$ cat src/rtl/seq_mult_pkg.sv
// Shared definitions for the sequential multiplier / serial transmitter slice:
// controller state encoding and serial line levels.
package seq_mult_pkg;

    typedef enum logic [1:0] {
        IDLE = 2'd0,
        MULT = 2'd1,
        TX   = 2'd2
    } state_t;

    localparam logic IDLE_LVL  = 1'b1;
    localparam logic START_BIT = 1'b0;
    localparam logic STOP_BIT  = 1'b1;

endpackage : seq_mult_pkg

$ cat src/rtl/mult_tx_shifter.sv
// Frame serializer: on load, sends start bit, 2*WIDTH data bits LSB first and a
// stop bit, each held for BAUD_DIV clocks; tx_done marks the final stop-bit cycle.
module mult_tx_shifter
    import seq_mult_pkg::*;
#(
    parameter int WIDTH    = 4,
    parameter int BAUD_DIV = 4
) (
    input  logic               CLK,
    input  logic               rst,
    input  logic               load,
    input  logic [2*WIDTH-1:0] data,
    output logic               tx,
    output logic               tx_done
);

    localparam int FRAME_BITS = 2 * WIDTH + 2;
    localparam int BCW        = (BAUD_DIV > 1) ? $clog2(BAUD_DIV) : 1;
    localparam int FCW        = $clog2(FRAME_BITS);

    logic [FRAME_BITS-1:0] frame_q;
    logic [BCW-1:0]        baud_q;
    logic [FCW-1:0]        bit_q;
    logic                  active_q;
    logic                  bit_end;
    logic                  frame_end;

    assign bit_end   = active_q && (baud_q == BCW'(BAUD_DIV - 1));
    assign frame_end = bit_end && (bit_q == FCW'(FRAME_BITS - 1));

    // Frame resets to all ones so the line reads idle the moment reset asserts.
    // NOTE: sequential state uses non-blocking assignments so every flop samples
    // pre-edge values regardless of statement order.
    always_ff @(posedge CLK or negedge rst) begin
        if (!rst) begin
            frame_q  <= '1;
            baud_q   <= '0;
            bit_q    <= '0;
            active_q <= 1'b0;
        end else if (load) begin
            frame_q  <= {STOP_BIT, data, START_BIT};
            baud_q   <= '0;
            bit_q    <= '0;
            active_q <= 1'b1;
        end else if (active_q) begin
            if (bit_end) begin
                baud_q  <= '0;
                frame_q <= {IDLE_LVL, frame_q[FRAME_BITS-1:1]};
                if (frame_end) begin
                    active_q <= 1'b0;
                    bit_q    <= '0;
                end else begin
                    bit_q <= bit_q + FCW'(1);
                end
            end else begin
                baud_q <= baud_q + BCW'(1);
            end
        end
    end

    assign tx      = frame_q[0];
    assign tx_done = frame_end;

endmodule : mult_tx_shifter

$ cat src/rtl/seq_mult_tx.sv
// Shift-add multiplier (WIDTH iterations) followed by UART-style transmission of
// the product. Optional signed multiply is built when SEQ_MULT_SIGNED_EN is defined.
module seq_mult_tx
    import seq_mult_pkg::*;
#(
    parameter int WIDTH    = 4,
    parameter int BAUD_DIV = 4
) (
    input  logic               CLK,
    input  logic               rst,
    input  logic               start,
    input  logic [WIDTH-1:0]   multiplier,
    input  logic [WIDTH-1:0]   multiplicand,
`ifdef SEQ_MULT_SIGNED_EN
    input  logic               signed_mode,
`endif
    output logic               busy,
    output logic               done,
    output logic [2*WIDTH-1:0] product,
    output logic               tx
);

    localparam int CW = $clog2(WIDTH);

    state_t             state_q;
    state_t             state_d;
    logic [WIDTH-1:0]   mcand_q;
    logic [WIDTH-1:0]   mplier_q;
    logic [CW-1:0]      cnt_q;
    logic               done_q;
    logic [2*WIDTH-1:0] product_q;
    logic [WIDTH:0]     ext_upper;
    logic [WIDTH:0]     ext_mcand;
    logic [WIDTH:0]     sum;
    logic [2*WIDTH-1:0] acc_next;
    logic               last_iter;
    logic               accept;
    logic               finish;
    logic               tx_done;
`ifdef SEQ_MULT_SIGNED_EN
    logic               smode_q;
`endif

    // Bit 0 of the running sum is always shifted out by the next iteration, so
    // only bits above it are stored; the final value is taken from acc_next.
    logic [2*WIDTH-1:1] acc_q;

    assign last_iter = (cnt_q == CW'(WIDTH - 1));
    assign accept    = (state_q == IDLE) && start;
    assign finish    = (state_q == MULT) && last_iter;

    // One add/subtract step: WIDTH+1 bits so the carry (or sign) feeds the shift.
    always_comb begin
        ext_upper = {1'b0, acc_q[2*WIDTH-1:WIDTH]};
        ext_mcand = {1'b0, mcand_q};
`ifdef SEQ_MULT_SIGNED_EN
        ext_upper[WIDTH] = smode_q & acc_q[2*WIDTH-1];
        ext_mcand[WIDTH] = smode_q & mcand_q[WIDTH-1];
`endif
        sum = ext_upper;
        if (mplier_q[0]) begin
`ifdef SEQ_MULT_SIGNED_EN
            // The multiplier MSB carries negative weight in two's complement.
            if (smode_q && last_iter) sum = ext_upper - ext_mcand;
            else                      sum = ext_upper + ext_mcand;
`else
            sum = ext_upper + ext_mcand;
`endif
        end
        acc_next = {sum, acc_q[WIDTH-1:1]};
    end

    // NOTE: every signal written here gets a default first, so no path through
    // the case can leave it unassigned and infer a latch.
    always_comb begin
        state_d = state_q;
        case (state_q)
            IDLE:    if (start)     state_d = MULT;
            MULT:    if (last_iter) state_d = TX;
            TX:      if (tx_done)   state_d = IDLE;
            default:                state_d = IDLE;
        endcase
    end

    always_ff @(posedge CLK or negedge rst) begin
        if (!rst) state_q <= IDLE;
        else      state_q <= state_d;
    end

    always_ff @(posedge CLK or negedge rst) begin
        if (!rst) begin
            mcand_q   <= '0;
            mplier_q  <= '0;
            acc_q     <= '0;
            cnt_q     <= '0;
            done_q    <= 1'b0;
            product_q <= '0;
`ifdef SEQ_MULT_SIGNED_EN
            smode_q   <= 1'b0;
`endif
        end else begin
            done_q <= finish;
            if (accept) begin
                mcand_q  <= multiplicand;
                mplier_q <= multiplier;
                acc_q    <= '0;
                cnt_q    <= '0;
`ifdef SEQ_MULT_SIGNED_EN
                smode_q  <= signed_mode;
`endif
            end else if (state_q == MULT) begin
                acc_q    <= acc_next[2*WIDTH-1:1];
                mplier_q <= mplier_q >> 1;
                cnt_q    <= cnt_q + CW'(1);
            end
            if (finish) product_q <= acc_next;
        end
    end

    mult_tx_shifter #(
        .WIDTH    (WIDTH),
        .BAUD_DIV (BAUD_DIV)
    ) u_shifter (
        .CLK     (CLK),
        .rst     (rst),
        .load    (finish),
        .data    (acc_next),
        .tx      (tx),
        .tx_done (tx_done)
    );

    assign busy    = (state_q != IDLE);
    assign done    = done_q;
    assign product = product_q;

endmodule : seq_mult_tx

$ cat config.mk
export PLATFORM = sky130hd
export DESIGN_NAME = seq_mult_tx
export DESIGN_NICKNAME = d
export VERILOG_FILES = /design/src/rtl/seq_mult_pkg.sv /design/src/rtl/mult_tx_shifter.sv /design/src/rtl/seq_mult_tx.sv
export SDC_FILE = /design/constraint.sdc
export NUM_CORES = 1
export LEC_CHECK = 0
export ABC_AREA = 0
export BUFFER_PORTS_ARGS = -buffer_cell sky130_fd_sc_hd__buf_2
export CELL_PAD_IN_SITES_DETAIL_PLACEMENT = 0
export CELL_PAD_IN_SITES_GLOBAL_PLACEMENT = 1
export CORE_MARGIN = 10
export CORE_UTILIZATION = 40
export CTS_CLUSTER_DIAMETER = 50
export CTS_CLUSTER_SIZE = 14
export DETAILED_ROUTE_END_ITERATION = 6
export GPL_ROUTABILITY_DRIVEN = 0
export PLACE_DENSITY_LB_ADDON = 0.12
export REMOVE_ABC_BUFFERS = 1
export SETUP_SLACK_MARGIN = 0.05
export SLEW_MARGIN = 20
export SYNTH_ARGS = -nofsm -noshare
export SYNTH_HDL_FRONTEND = slang
export SYNTH_HIERARCHICAL = 1
export SYNTH_SLANG_ARGS = --single-unit
$ cat constraint.sdc
create_clock -name CLK -period 2.6 [get_ports CLK]
set_input_delay 0.39 -clock CLK [delete_from_list [all_inputs] [get_ports CLK]]
set_output_delay 0.39 -clock CLK [all_outputs]
set_load 0.005 [all_outputs]
# Word level (Yosys, flattened, before mapping)
# Cells that the tools add are included.
[op_classes]
eq_ne = 8
n_reduce_logical = 11
addsub = 4
muxes = 25
[ops]
columns = ["cell", "n"]
rows = [
  ["$mux W10", 3],
  ["$mux W4", 6],
  ["$mux W2", 8],
  ["$mux W7", 2],
  ["$reduce_bool A2 Y1", 4],
  ["$eq A2 B2 Y1 const B", 3],
  ["$ne A2 B2 Y1 const B", 3],
  ["$pmux W2 S3", 1],
  ["$add A4 B4 Y5", 1],
  ["$mux W5", 1],
  ["$add A2 B1 Y2 const B", 2],
  ["$add A4 B1 Y4 const B", 1],
  ["$eq A4 B4 Y1 const B", 1],
  ["$logic_and A1 B1 Y1", 4],
  ["$mux W1", 4],
  ["$reduce_and A3 Y1", 1],
  ["$eq A2 B1 Y1 const B", 1],
  ["$logic_not A2 Y1", 1],
  ["$reduce_and A2 Y1", 1],
]
[word_totals]
output_inout_bits = 11
ff_bits = 45
elab_cells = 59

# Longest topological paths before layout
# Gate-level depths: netlist of run 1.
[logic_depth]
depth_word = 7
mapped_depth = 8
depth_no_buf = 8

# By module
# Netlist of run 1, hierarchy kept.
[by_module_without_submodules]
columns = ["module", "cells_each", "area_per_inst_um2", "instances", "seq_area_each_um2"]
rows = [
  ["seq_mult_tx", 123, 1355.0, 1, 700.7],
  ["mult_tx_shifter", 76, 782.0, 1, 411.6],
]

# Worst setup path after synthesis of run 1
# Ideal clock, no wire load.
[synth_timing]
path_kind = "flip-flop to flip-flop"
startpoint = "register mcand_q[0]"
endpoint = "register u_shifter.frame_q[8]"
stages_incl_launch_ff = 9
n_path_buf = 0
setup_slack_ps = 1030
t_arrival_ps = 1484
cell_sequence = "dfrtp_1 ha_1 fa_1 a21oi_1 nor2_1 a21oi_1 inv_1 nand2_1 o21ai_0"
[synth_between]
elab_chain_len = 3
[synth_rtl]
columns = ["item", "line", "text"]
rows = [
  ["from (decl)", "seq_mult_tx.sv:27", "logic [WIDTH-1:0] mcand_q;"],
  ["from (signal assigned)", "seq_mult_tx.sv:104", "mcand_q <= multiplicand;"],
  ["$add A4 B4 Y5", "seq_mult_tx.sv:67", "sum = ext_upper + ext_mcand;"],
  ["$mux W5", "seq_mult_tx.sv:61", "if (mplier_q[0]) begin"],
  ["via sum[4]", "seq_mult_tx.sv:34", "logic [WIDTH:0] sum;"],
  ["$mux W10", "mult_tx_shifter.sv:40", "end else if (load) begin"],
  ["to (signal assigned)", "mult_tx_shifter.sv:41", "frame_q <= {STOP_BIT, data, START_BIT};"],
  ["to (signal assigned)", "mult_tx_shifter.sv:48", "frame_q <= {IDLE_LVL, frame_q[FRAME_BITS-1:1]};"],
  ["to (decl)", "mult_tx_shifter.sv:21", "logic [FRAME_BITS-1:0] frame_q;"],
]
# The timed path passes the listed nets, and every way through them passes these cells.
# A chain may end at the register's enable or synchronous reset.

# Worst setup path in the final report of run 1
# Ends and elaborated chain as after synthesis.

==> results of run 1 <==
## final timing paths
path / end / slack [ps] / cells past startpoint
worst min register to register: product[6]$_DFFE_PN0P_ / 480 / 2
max in group asynchronous: product[1]$_DFFE_PN0P_ / 1730 / 1
min in group CLK: mplier_q[3]$_DFFE_PN0P_ / 280 / 3
worst max-delay path: u_shifter/frame_q[8]$_DFFE_PN1P_ / 800 / 8
worst min-delay path: mplier_q[0]$_DFFE_PN0P_ / 260 / 1
worst max register to register: u_shifter/frame_q[8]$_DFFE_PN1P_ / 800 / 8
## worst max-delay path, stage by stage (launching register included)
cell and delay, ps:
sky130_fd_sc_hd__dfrtp_1 400, sky130_fd_sc_hd__ha_1 230, sky130_fd_sc_hd__fa_1 410, sky130_fd_sc_hd__a21oi_1 170, sky130_fd_sc_hd__nor2_1 50, sky130_fd_sc_hd__a21oi_1 220, sky130_fd_sc_hd__inv_1 80, sky130_fd_sc_hd__nand2_1 60
sky130_fd_sc_hd__o21ai_0 90
## stage by stage
step           instances  power, uW  cell area [um^2]  setup slack, ps
6_report             289       2540              2340              799
5_1_grt              289       2780              2340              609
4_1_cts              289       2580              2340              772
3_5_place_dp         281       2160              2260              799
3_3_place_gp         281       2130              2260              808
2_1_floorplan        189       1850              2060             1010
## kinds of logic (layout without fill, tap and decap cells)
family / after synthesis / count (layout) / synth area share (%)
compound gates: 43 / 43 / 11.9
xor+xnor: 2 / 2 / 0.820
fa+ha+maj: 9 / 9 / 5.62
buf+inv: 17 / 37 / 5.03
flops: 44 / 44 / 52.0
mux: 18 / 18 / 9.54
simple gates: 66 / 66 / 15.0
## layout by cell type (no fill, tap or decap), types with 2 or more instances in the layout
cell type,instances
sky130_fd_sc_hd__a21oi_1,8
sky130_fd_sc_hd__a22oi_1,3
sky130_fd_sc_hd__and3b_1,2
sky130_fd_sc_hd__buf_2,21
sky130_fd_sc_hd__clkbuf_1,2
sky130_fd_sc_hd__clkbuf_8,5
sky130_fd_sc_hd__dfrtp_1,35
sky130_fd_sc_hd__dfstp_2,9
sky130_fd_sc_hd__ha_1,8
sky130_fd_sc_hd__inv_1,7
sky130_fd_sc_hd__mux2_2,3
sky130_fd_sc_hd__mux2_4,4
sky130_fd_sc_hd__mux2i_1,11
sky130_fd_sc_hd__nand2_1,39
sky130_fd_sc_hd__nand2b_1,2
sky130_fd_sc_hd__nand3_1,5
sky130_fd_sc_hd__nor2_1,6
sky130_fd_sc_hd__o21ai_0,16
sky130_fd_sc_hd__o21ai_1,3
sky130_fd_sc_hd__o21ai_2,4
sky130_fd_sc_hd__o21bai_1,2
sky130_fd_sc_hd__o22ai_1,4
sky130_fd_sc_hd__or3_1,3
sky130_fd_sc_hd__xnor2_1,2
## layer usage
metal / up-vias / share of wire, % / GRT usage, %
li1: 716 / - / -
met1: 674 / 46 / 11.1
met2: 13 / 50 / 17.2
met3: 5 / 3.6 / 3.36
met4: 0 / 1.2 / 3.08
met5: - / 0 / 0
## registers in the layout, summed over array words and instances (netlist names)
| name | flops |
|---|---|
| u_shifter/baud_q | 2 |
| mplier_q | 4 |
| mcand_q | 4 |
| u_shifter/active_q | 1 |
| u_shifter/bit_q | 4 |
| u_shifter/frame_q | 9 |
| done | 1 |
| acc_q | 7 |
| state_q | 2 |
| cnt_q | 2 |
| product | 8 |
## layout make-up
type / count / area share (%)
sequential: 44 / 47.6
multi-input combinational: 138 / 39.2
timing repair buffer: 22 / 4.82
tap: 70 / 3.75
clock buffer: 7 / 3.27
inverter: 7 / 1.12
clock inverter: 1 / 0.214
## power by group through the flow
stage | registers, uW | clock network [uW] | logic, uW
after floorplan | 1180 | 0 | 671
after global placement | 1210 | 0 | 919
after detailed placement | 1220 | 0 | 935
after CTS | 1210 | 427 | 941
after global routing | 1250 | 463 | 1070
final | 1210 | 414 | 914
==> summary by stage, run 1 <==
Run status
The flow ran to the end, and the final reports show no timing, DRC or antenna violations.

Cells and area
The final core utilization is approximately 45%. The number of nets in the layout is 238. The number of antenna diodes in the final layout is 0.

From synthesis to final layout, the design area changed by 9.37%. The area of the multi-input gates is around 920 um^2. The total of fill cells in the finished design is 533. The storage element area is approximately 1100 um^2. In the final layout, the share of cells above drive strength 1 is between 20% and 30%.

Synthesis
Of all cell types, the one taking the most synthesized area is sky130_fd_sc_hd__dfrtp_1. The share of async-settable or async-resettable flops after synthesis is 100%. The number of unique standard cell types used by synthesis is 39. By count the netlist is led by sky130_fd_sc_hd__nand2_1 (39), sky130_fd_sc_hd__dfrtp_1 (35), sky130_fd_sc_hd__o21ai_0 (16). The cell with the most instances after synthesis is sky130_fd_sc_hd__nand2_1.

Synthesis handed over a netlist of roughly 200 instances. Sequential cells were found to cover between 50% and 60% of the synthesized design area. During synthesis, Yosys emitted a total of 6 warnings.

The top cell type by area accounts for 41.0% of the synthesized area. The most used flip-flop cell after synthesis is sky130_fd_sc_hd__dfrtp_1. The average cell area after synthesis is between 10 and 15 um^2. The number of enable-type register cells in the synthesized netlist is 0. The synthesis-stage register bit count is 44. The mapped netlist covers 2140 um^2. By area the synthesized netlist is led by sky130_fd_sc_hd__dfrtp_1 (41%), sky130_fd_sc_hd__dfstp_2 (11%), sky130_fd_sc_hd__nand2_1 (6.9%).

Run
The number of max-cap violations is 0.

Power and ir drop
Per report_power, the sequential group accounts for between 40% and 50% of the total. Of the total power, the share spent switching nets is between 30% and 40%. For this design the ratio of total power to cell area is around 1100 nW/um^2. In this run the power spent charging and discharging nets is between 900 and 1000 uW. The worst-case IR drop observed on VDD is ~0.49 mV.

Combinational cells account for between 30 and 40% of the total power. The leakage power summed over all cells is ~0.0011 uW. The design internal power is between 1500 and 2000 uW. The portion of total power attributed to the clock network is around 16%.

Hold path
The worst min-delay path class is primary input to async pin.

Worst setup path
Of all nets on the critical path, the largest fanout is 3. The data required time of the critical path is between 2000 and 3000 ps. The arrival time reported for the critical path endpoint is 2000 ps. The critical path startpoint category is a flip-flop. The classification of the worst setup path is flip-flop to flip-flop. The beginning of the worst register-to-register path is mcand_q[0]$_DFFE_PN0P_.

STA classifies the critical path endpoint as a flip-flop. In this run the worst setup path begins at mcand_q[0]$_DFFE_PN0P_.

Routing
The total DRC errors in the routed layout is 0. The detail route stage leaves a number of antenna-violating nets equal to 0. Before antenna repair, the detailed router went through 4 iterations.

The routed length per placed instance is ~14 um. The routed design has about 4.0 mm of wire. For this block, the via count after detailed routing is roughly 1,400.

The number of design-rule violations left by the first detailed-router iteration is a little under 60. The ratio of routed vias to standard cells is ~4.9.

Die
The die is around 93 um tall. The cell row count is 26. 22 I/O pins were placed. The core region is 5140 um^2.

The starting density of the core is between 40% and 50%. The die is about 93 um wide. The area enclosed by the die boundary is 8670 um^2.

Clock tree
The root buffer cell is sky130_fd_sc_hd__clkbuf_8. Counting along the longest clock path gives a buffer depth of 2. The maximum level of the CTS H-tree is 2. The number of buffers created by CTS is 5. Buffers inserted to repair hold after CTS numbered 0.

After clock tree synthesis, the setup repair step added 0 buffers. Clock-pin slew was measured on the worst setup and hold paths at approximately 90 ps. The CTS sink count is 44. TritonCTS built the clock tree. The post-cts repair resize count is 0.

The later pin in the worst-skew pair is clocked with a latency of around 300 ps.

Timing
Setup repair after global routing left no endpoint under its margin. The actual slew at the worst max-slew pin is between 900 and 1000 ps. The final number of max-transition violations is 0. Subtracting the final worst setup slack from the clock period gives approximately 1800 ps.

The worst-case clock skew is between 9 and 10 ps. For the final routed database, the setup TNS stands at 0 ps. Hold is met by between 200 and 300 ps. The achievable frequency is between 500 and 600 MHz.

The count of endpoints failing hold in the final timing report was 0. The portion of the clock cycle consumed by the worst path in the final layout is 69.3%. The headroom to the max-slew limit is approximately 34%. The number of endpoints failing setup at the final stage is 0.

Global route
Across every metal layer, demand over resource in global routing totals around a tenth. The initial antenna violation count was 0. The number of global-route vias before repair is ~1,500.

For this run the aggregate overflow at the end of global routing stands at 0. The first-pass GRT wire length is between 7 and 8 mm. Entering global routing, the biggest net connects between 40 and 50 pins.

Placement
Summed over all nets, the half-perimeter wirelength after detailed placement is between 2 and 3 mm. In this run the tool buffered the top-level ports with 21 buffer cells.
Note: power is estimated with default switching activity, not from simulation.
==> run 2: changes to the inputs <==
- clock period: 2.6 -> 1.9 ns (I/O delays scaled with it)
==> run 2 against run 1 <==
Net effect:
- sequential power rose by 36%
- clock skew is 0.98 ps lower
- sequential share of layout area decreased by 1.1 points
- critical path type unchanged
- global-route usage is 0.13 points higher
- non-clock buffer count grew 4
- hold slack got worse by 220 ps
- highest routed layer unchanged
==> summary by stage, run 2 (synthesis gave the netlist of run 1 again) <==
Routing
The count of TritonRoute iterations in the first routing pass is 4. The ratio of routed vias to standard cells is approximately 4.8. Dividing the detail-routed wire length by the instance count gives approximately 14 um.

The number of design-rule violations left by the first detailed-router iteration is between 100 and 150. The detailed router placed roughly 1,400 vias in this run. The number of nets still failing antenna checks after routing is 0. The total DRC errors in the routed layout is 0. The final layout contains routed wiring with a total length of between 4 and 5 mm.

Clock tree
The clock tree from TritonCTS is done. CTS built an H-tree with a depth of 2. The root buffer cell is sky130_fd_sc_hd__clkbuf_8. The clock transition at the register clock pins on the worst setup and hold paths after CTS is roughly 80 ps. The clock reaches the later pin of the worst-skew pair after ~300 ps. The number of buffers created by CTS is 5. After clock tree synthesis, the setup repair step added 0 buffers. The number of gates resized after CTS was 0.

The buffer depth of the longest clock path is 2. The CTS sink count is between 40 and 50. The count of hold-fix buffers inserted at cts is 0.

Cells and area
Cells with a size suffix above 1 make up around 27% of the layout. The library cells used most frequently in the layout, excluding fill and tap cells, are sky130_fd_sc_hd__nand2_1 (39), sky130_fd_sc_hd__dfrtp_1 (35), sky130_fd_sc_hd__buf_2 (21). The register with the most flip-flops in the layout has 9 of them.

The number of nets in the layout is between 200 and 250. The area of all placed cells without fillers is approximately 2400 um^2. The final core utilization is between 40% and 50%. The layout-stage area growth over the synthesis result is 12.0%. The number of inserted diodes is 0. Leaving out fill and tap cells, the most frequent cell in the layout is sky130_fd_sc_hd__nand2_1. The register with the most flip-flops is u_shifter/frame_q.

Worst setup path
For this run, the slowest stage of the critical path takes between 400 and 500 ps. The worst setup path is launched from a flip-flop. The signal on the critical path passes through ha_1, fa_1, a21oi_1, nor2_1, a21oi_1, inv_1, nand2_1, o21ai_0.

The critical path in this run is classified as flip-flop to flip-flop. The nature of the critical path endpoint is a flip-flop. For the worst setup path, the data arrival time is around 2000 ps.

The most prevalent standard cell on the critical path is sky130_fd_sc_hd__a21oi_1. The data required time of the critical path is 2130 ps. The worst-path maximum fanout is 3.

The slowest stage cell on the critical path is sky130_fd_sc_hd__fa_1. The register-to-register path setup slack is 170 ps.

Timing
For the pin with the worst max-slew slack, the measured transition is about 550 ps. Setup total negative slack on the finished layout was measured at 0 ps. The count of endpoints failing hold in the final timing report is 0. Derived from the worst setup path, the maximum achievable clock frequency is a little under 600 MHz. The number of endpoints failing setup at the final stage is 0. Setup repair after global routing left no endpoint under its margin. Across the routed clock network, the largest skew measured is 9.00 ps. The final number of max-transition violations was 0. The post-layout minimum cycle time is between 1500 and 2000 ps. The worst pin sits at a relative slew slack of between 60% and 70%.

The portion of the clock cycle consumed by the worst path in the final layout is 91.1%.

Power and ir drop
The worst supply voltage drop on vdd is 0.886 mV. The power density over the cells is around 1500 nW/um^2. The leakage power summed over all cells is 0.00116 uW. Total power for the finished layout comes to about 3600 uW.

Global route
The number of global-route vias before repair is approximately 1,500. Global routing used under 10% of the available tracks across all layers. The initial antenna violation count is 0. The maximum number of pins on one net before global-route repair is 45. For this run the aggregate overflow at the end of global routing stands at 0. The first global-routing pass estimated approximately 7.0 mm of wire.

Die
For this configuration, the core starts out at a cell density of between 40% and 50%. The height of the die is 93.1 um. The die covers around 8700 um^2.

After floorplanning, the core was divided into 26 placement rows. The floorplan step set the die width to slightly above 90 um. The I/O pin count is 22. The area inside the core boundary is 5140 um^2.

Placement
In this run the tool buffered the top-level ports with 21 buffer cells. Once placement finished, the instance area stood at approximately 2300 um^2. The post-detailed-placement half-perimeter wirelength is around 3.0 mm.

Run status
The flow ran to the end, and the final reports show no timing, DRC or antenna violations.

Hold path
The worst min-delay path class is primary input to async pin.

Run
Max-cap violations in this run came to 0.
==> run 2: cell types whose count changed in the layout (fill, tap and decap cells not counted), sizes merged <==
cell	previous run	this run
bufinv	0	1
clkbuf	7	6
buf	22	26
==> run 2: critical path, delay by kind of cell (launching register included) <==
kind / cells / cell delay [ps]
adder cells (fa/ha/maj): 2 / 640
flip-flops: 1 / 390
buffers and inverters: 1 / 60
AND/OR/NAND/NOR: 2 / 120
AO/OA/AOI/OAI: 3 / 460
==> run 2: final cells by class <==
cell class	instances	area, um^2
fill	533	2750
sequential	44	1110
multi-input combinational	138	917
timing repair buffer	26	143
tap	70	87.6
clock buffer	6	72.6
clock inverter	2	35.0
inverter	7	26.3
==> run 2: power breakdown <==
part	total (uW)	switching [uW]	internal [uW]
registers	1650	288	1360
clock network	710	320	390
logic	1280	669	608
total	3640	1280	2360
==> run 2: per-layer routing <==
metal	vias to the layer above	wire length [um]	track usage [%]
met4	0	68	4.24
met2	15	2080	16.6
met1	673	1850	11.9
met3	5	100	2.72
li1	722	-	-
met5	-	0	0
==> run 2: through the flow <==
step	hold WS (ps)	worst slack [ps]	instances
2_1_floorplan	-10.6	307	189
3_3_place_gp	389	232	285
3_5_place_dp	406	180	285
4_1_cts	74.5	172	293
5_1_grt	95.0	71.3	293
6_report	41.6	169	293
==> run 2: final timing paths <==
check / from / to / cells after the start
max: mcand_q[0]$_DFFE_PN0P_ / u_shifter/frame_q[8]$_DFFE_PN1P_ / 8
min: rst / mcand_q[3]$_DFFE_PN0P_ / 2
max reg2reg: mcand_q[0]$_DFFE_PN0P_ / u_shifter/frame_q[8]$_DFFE_PN1P_ / 8
min reg2reg: u_shifter/frame_q[0]$_DFFE_PN1P_ / u_shifter/frame_q[0]$_DFFE_PN1P_ / 2
max in group asynchronous: rst / u_shifter/frame_q[0]$_DFFE_PN1P_ / 2
min in group CLK: multiplier[3] / mplier_q[3]$_DFFE_PN0P_ / 3
==> run 3: changes to the inputs <==
--- a/config.mk
+++ b/config.mk
@@ -9,11 +9,12 @@
 export BUFFER_PORTS_ARGS = -buffer_cell sky130_fd_sc_hd__buf_2
 export CELL_PAD_IN_SITES_DETAIL_PLACEMENT = 0
-export CELL_PAD_IN_SITES_GLOBAL_PLACEMENT = 1
+export CELL_PAD_IN_SITES_GLOBAL_PLACEMENT = 2
 export CORE_MARGIN = 10
-export CORE_UTILIZATION = 40
+export CORE_UTILIZATION = 38
 export CTS_CLUSTER_DIAMETER = 50
 export CTS_CLUSTER_SIZE = 14
 export DETAILED_ROUTE_END_ITERATION = 6
 export GPL_ROUTABILITY_DRIVEN = 0
+export MAX_ROUTING_LAYER = met4
 export PLACE_DENSITY_LB_ADDON = 0.12
 export REMOVE_ABC_BUFFERS = 1
==> constraint.sdc (replaced) <==
create_clock -name CLK -period 1.9 [get_ports CLK]
set_input_delay 0.285 -clock CLK [delete_from_list [all_inputs] [get_ports CLK]]
set_output_delay 0.285 -clock CLK [all_outputs]
set_load 0.01 [all_outputs]
==> run 3 against run 2 <==
Net effect:
- critical path depth down 2
- cell count up 2.0%
- register-to-register slack better by 30 ps
- via count up 3.9%
- non-clock buffer count up 4
- hold slack better by 150 ps
- design area up 1.4%
==> summary by stage, run 3 (synthesis gave the netlist of run 1 again) <==
Die
The height of the die is approximately 95 um. The initial utilization of the core area, before any placement, comes to approximately 39%. The I/O pin count is 22.

The x dimension of the die is around 95 um. The initialized floorplan defines 27 standard-cell rows. The die covers ~9000 um^2. The core region is approximately 5500 um^2.

Cells and area
The filler-free cell count of the finished design is 299. More flip-flops sit in one register than any other, and that register is u_shifter/frame_q. The library cells used most frequently in the layout, excluding fill and tap cells, are sky130_fd_sc_hd__nand2_1 (39), sky130_fd_sc_hd__dfrtp_1 (35), sky130_fd_sc_hd__buf_2 (21). The number of inserted diodes is 0.

The register with the most flip-flops in the layout has 9 of them. The library cell used most frequently in the layout, excluding fill and tap cells, is sky130_fd_sc_hd__nand2_1. The total of fill cells in the finished design is 546. The layout-stage area growth over the synthesis result is 13.6%. The number of nets in the layout is 246.

In the final layout, the share of cells above drive strength 1 is between 20 and 30%.

Routing
The final route contains between 1,000 and 1,500 vias. The number of design-rule violations left by the first detailed-router iteration is 90. For this run, design rule violations remaining after detail routing come to 0. The routed length per placed instance is 14.5 um. The count of TritonRoute iterations in the first routing pass is 4. In the routed layout, each cell is associated on average with a via count of around 4.9.

The detail route stage leaves a number of antenna-violating nets equal to 0. The routed design has 4.33 mm of wire.

Timing
Timing would allow up to between 500 and 600 MHz. The number of endpoints failing setup at the final stage is 0. Summed over all failing endpoints, the final setup total negative slack is 0 ps.

On the final layout, the worst clock skew is around 3.0 ps. The smallest setup slack after layout is 201 ps. The count of endpoints failing hold in the final timing report is 0.

The final number of max-transition violations is 0. The worst path needs 1700 ps of the cycle, external delays included. Setup repair after global routing left no endpoint under its margin. At the pin with the least slew margin, the transition time is between 500 and 600 ps. The headroom to the max-slew limit is between 60% and 70%. The portion of the clock cycle consumed by the worst path in the final layout is 89.4%.

Worst setup path
The slowest stage of the critical path is the sky130_fd_sc_hd__fa_1 cell. The worst register-to-register path has a depth of 6. The kind of cell with the highest combined delay along the critical path is adder cells. The number of buffers and inverters on the critical path is 1. The beginning of the worst register-to-register path is mcand_q[0]$_DFFE_PN0P_. The most critical setup path has its startpoint at mcand_q[0]$_DFFE_PN0P_. In this run the critical register-to-register path is captured at u_shifter/frame_q[5]$_DFFE_PN1P_. Along the worst path, the maximum fanout reaches 3. The critical path goes through ha_1, fa_1, mux2i_1, inv_1, nand2_1, o21ai_0.

The critical path startpoint category is a flip-flop. The arrival time reported for the critical path endpoint is roughly 1900 ps. The nature of the critical path endpoint is a flip-flop.

By startpoint and endpoint, the worst setup path is classified as flip-flop to flip-flop. The largest single stage delay on the critical path is between 400 and 500 ps. Setup slack on the worst reg-to-reg path comes out at ~200 ps. For the worst setup path, the data required time is around 2100 ps.

Placement
The count of input and output buffers is 21. The cell count after placement is slightly below 300. Before CTS, the worst setup slack after placement is about 200 ps. The post-detailed-placement half-perimeter wirelength is between 3 and 4 mm.

Clock tree
The clock insertion delay at the later pin of the skew report is between 200 and 300 ps. The maximum level of the CTS H-tree is 2. The clock transition at the register clock pins on the worst setup and hold paths after CTS is approximately 80 ps. The buffer depth of the longest clock path is 2. TritonCTS built the clock tree. The number of buffers created by CTS is 5. The root buffer cell is sky130_fd_sc_hd__clkbuf_8.

The CTS sink count is 44.

Run
The number of max-cap violations is 0.

Power and ir drop
The power density over the cells is roughly 1500 nW/um^2. Across the VDD grid, the largest voltage drop is ~0.63 mV. The analysis attributes to cell leakage a power of about 0.0012 uW.

Hold path
The number of instances on the worst hold path is 3. The terminating pin of the worst hold path is mplier_q[3]$_DFFE_PN0P_. The startpoint identified for the worst hold timing path is multiplier[3].

The worst hold path belongs to the class primary input to flip-flop.

Global route
Summed over all layers, the global routing overflow is 0. The first global-routing pass estimated roughly 7.6 mm of wire. The maximum number of pins on one net before global-route repair is 18. The initial antenna violation count is 0.

The total routing usage reported by global routing is 11.0%. The number of global-route vias before repair is around 1,600.

Run status
The run finished with clean final reports.
-- run 3: area by class of cell --
type / count / area [um^2] / share of cell area, %
inverters: 7 / 26.3 / 1.08
repair buffers: 30 / 188 / 7.73
clock buffers: 8 / 90.1 / 3.71
well taps: 72 / 90.1 / 3.71
multi-input cells: 138 / 921 / 37.9
flip-flops and latches: 44 / 1110 / 45.8
-- run 3: metrics by stage --
| stage | instance area, um^2 | total power (uW) | util, % | hold slack, ps |
|---|---|---|---|---|
| 6_report | 2430 | 3630 | 44.4 | 192 |
| 5_1_grt | 2430 | 3970 | 44.4 | 187 |
| 4_1_cts | 2420 | 3700 | 44.3 | 184 |
| 3_5_place_dp | 2320 | 3070 | 42.5 | 232 |
| 3_3_place_gp | 2320 | 3020 | 42.5 | 220 |
| 2_1_floorplan | 2060 | 2570 | - | -10.6 |
-- run 3: worst min-delay path, stage by stage --
cell and delay [ps]:
sky130_fd_sc_hd__buf_2 80, sky130_fd_sc_hd__nand2_1 50, sky130_fd_sc_hd__o21ai_2 40
-- run 3: how the worst max path moves through the flow --
stage                                        to  depth (start not counted)  slack [ps]
3_3_place_gp   u_shifter/frame_q[8]$_DFFE_PN1P_                          8         230
5_1_grt        u_shifter/frame_q[8]$_DFFE_PN1P_                          8          90
4_1_cts        u_shifter/frame_q[8]$_DFFE_PN1P_                          8         180
3_5_place_dp   u_shifter/frame_q[8]$_DFFE_PN1P_                          8         190
6_report       u_shifter/frame_q[5]$_DFFE_PN1P_                          6         200
2_1_floorplan  u_shifter/frame_q[8]$_DFFE_PN1P_                          8         310
-- run 3: per-layer routing --
metal | vias to the layer above | global-route usage (%) | share of wire (%)
met3 | 4 | 3.25 | 3.4
met5 | - | - | 0
li1 | 729 | - | -
met2 | 23 | 18.2 | 51
met1 | 714 | 12.3 | 45
met4 | 0 | 4.11 | 1.0
-- run 3: power breakdown --
group,total [uW],internal [uW],switching [uW],leakage (uW)
logic,1370,640,735,0.000598
registers,1650,1360,289,0.000532
clock network,603,297,306,0.0000455
total,3630,2300,1330,0.00118
-- run 3: what timing repair did --
action / in CTS / in global routing
buffers inserted: 0 / 0
hold buffers: 1 / 0
resized for setup: 0 / 1
setup endpoints to repair: 0 / 3
hold endpoints to repair: 14 / 0
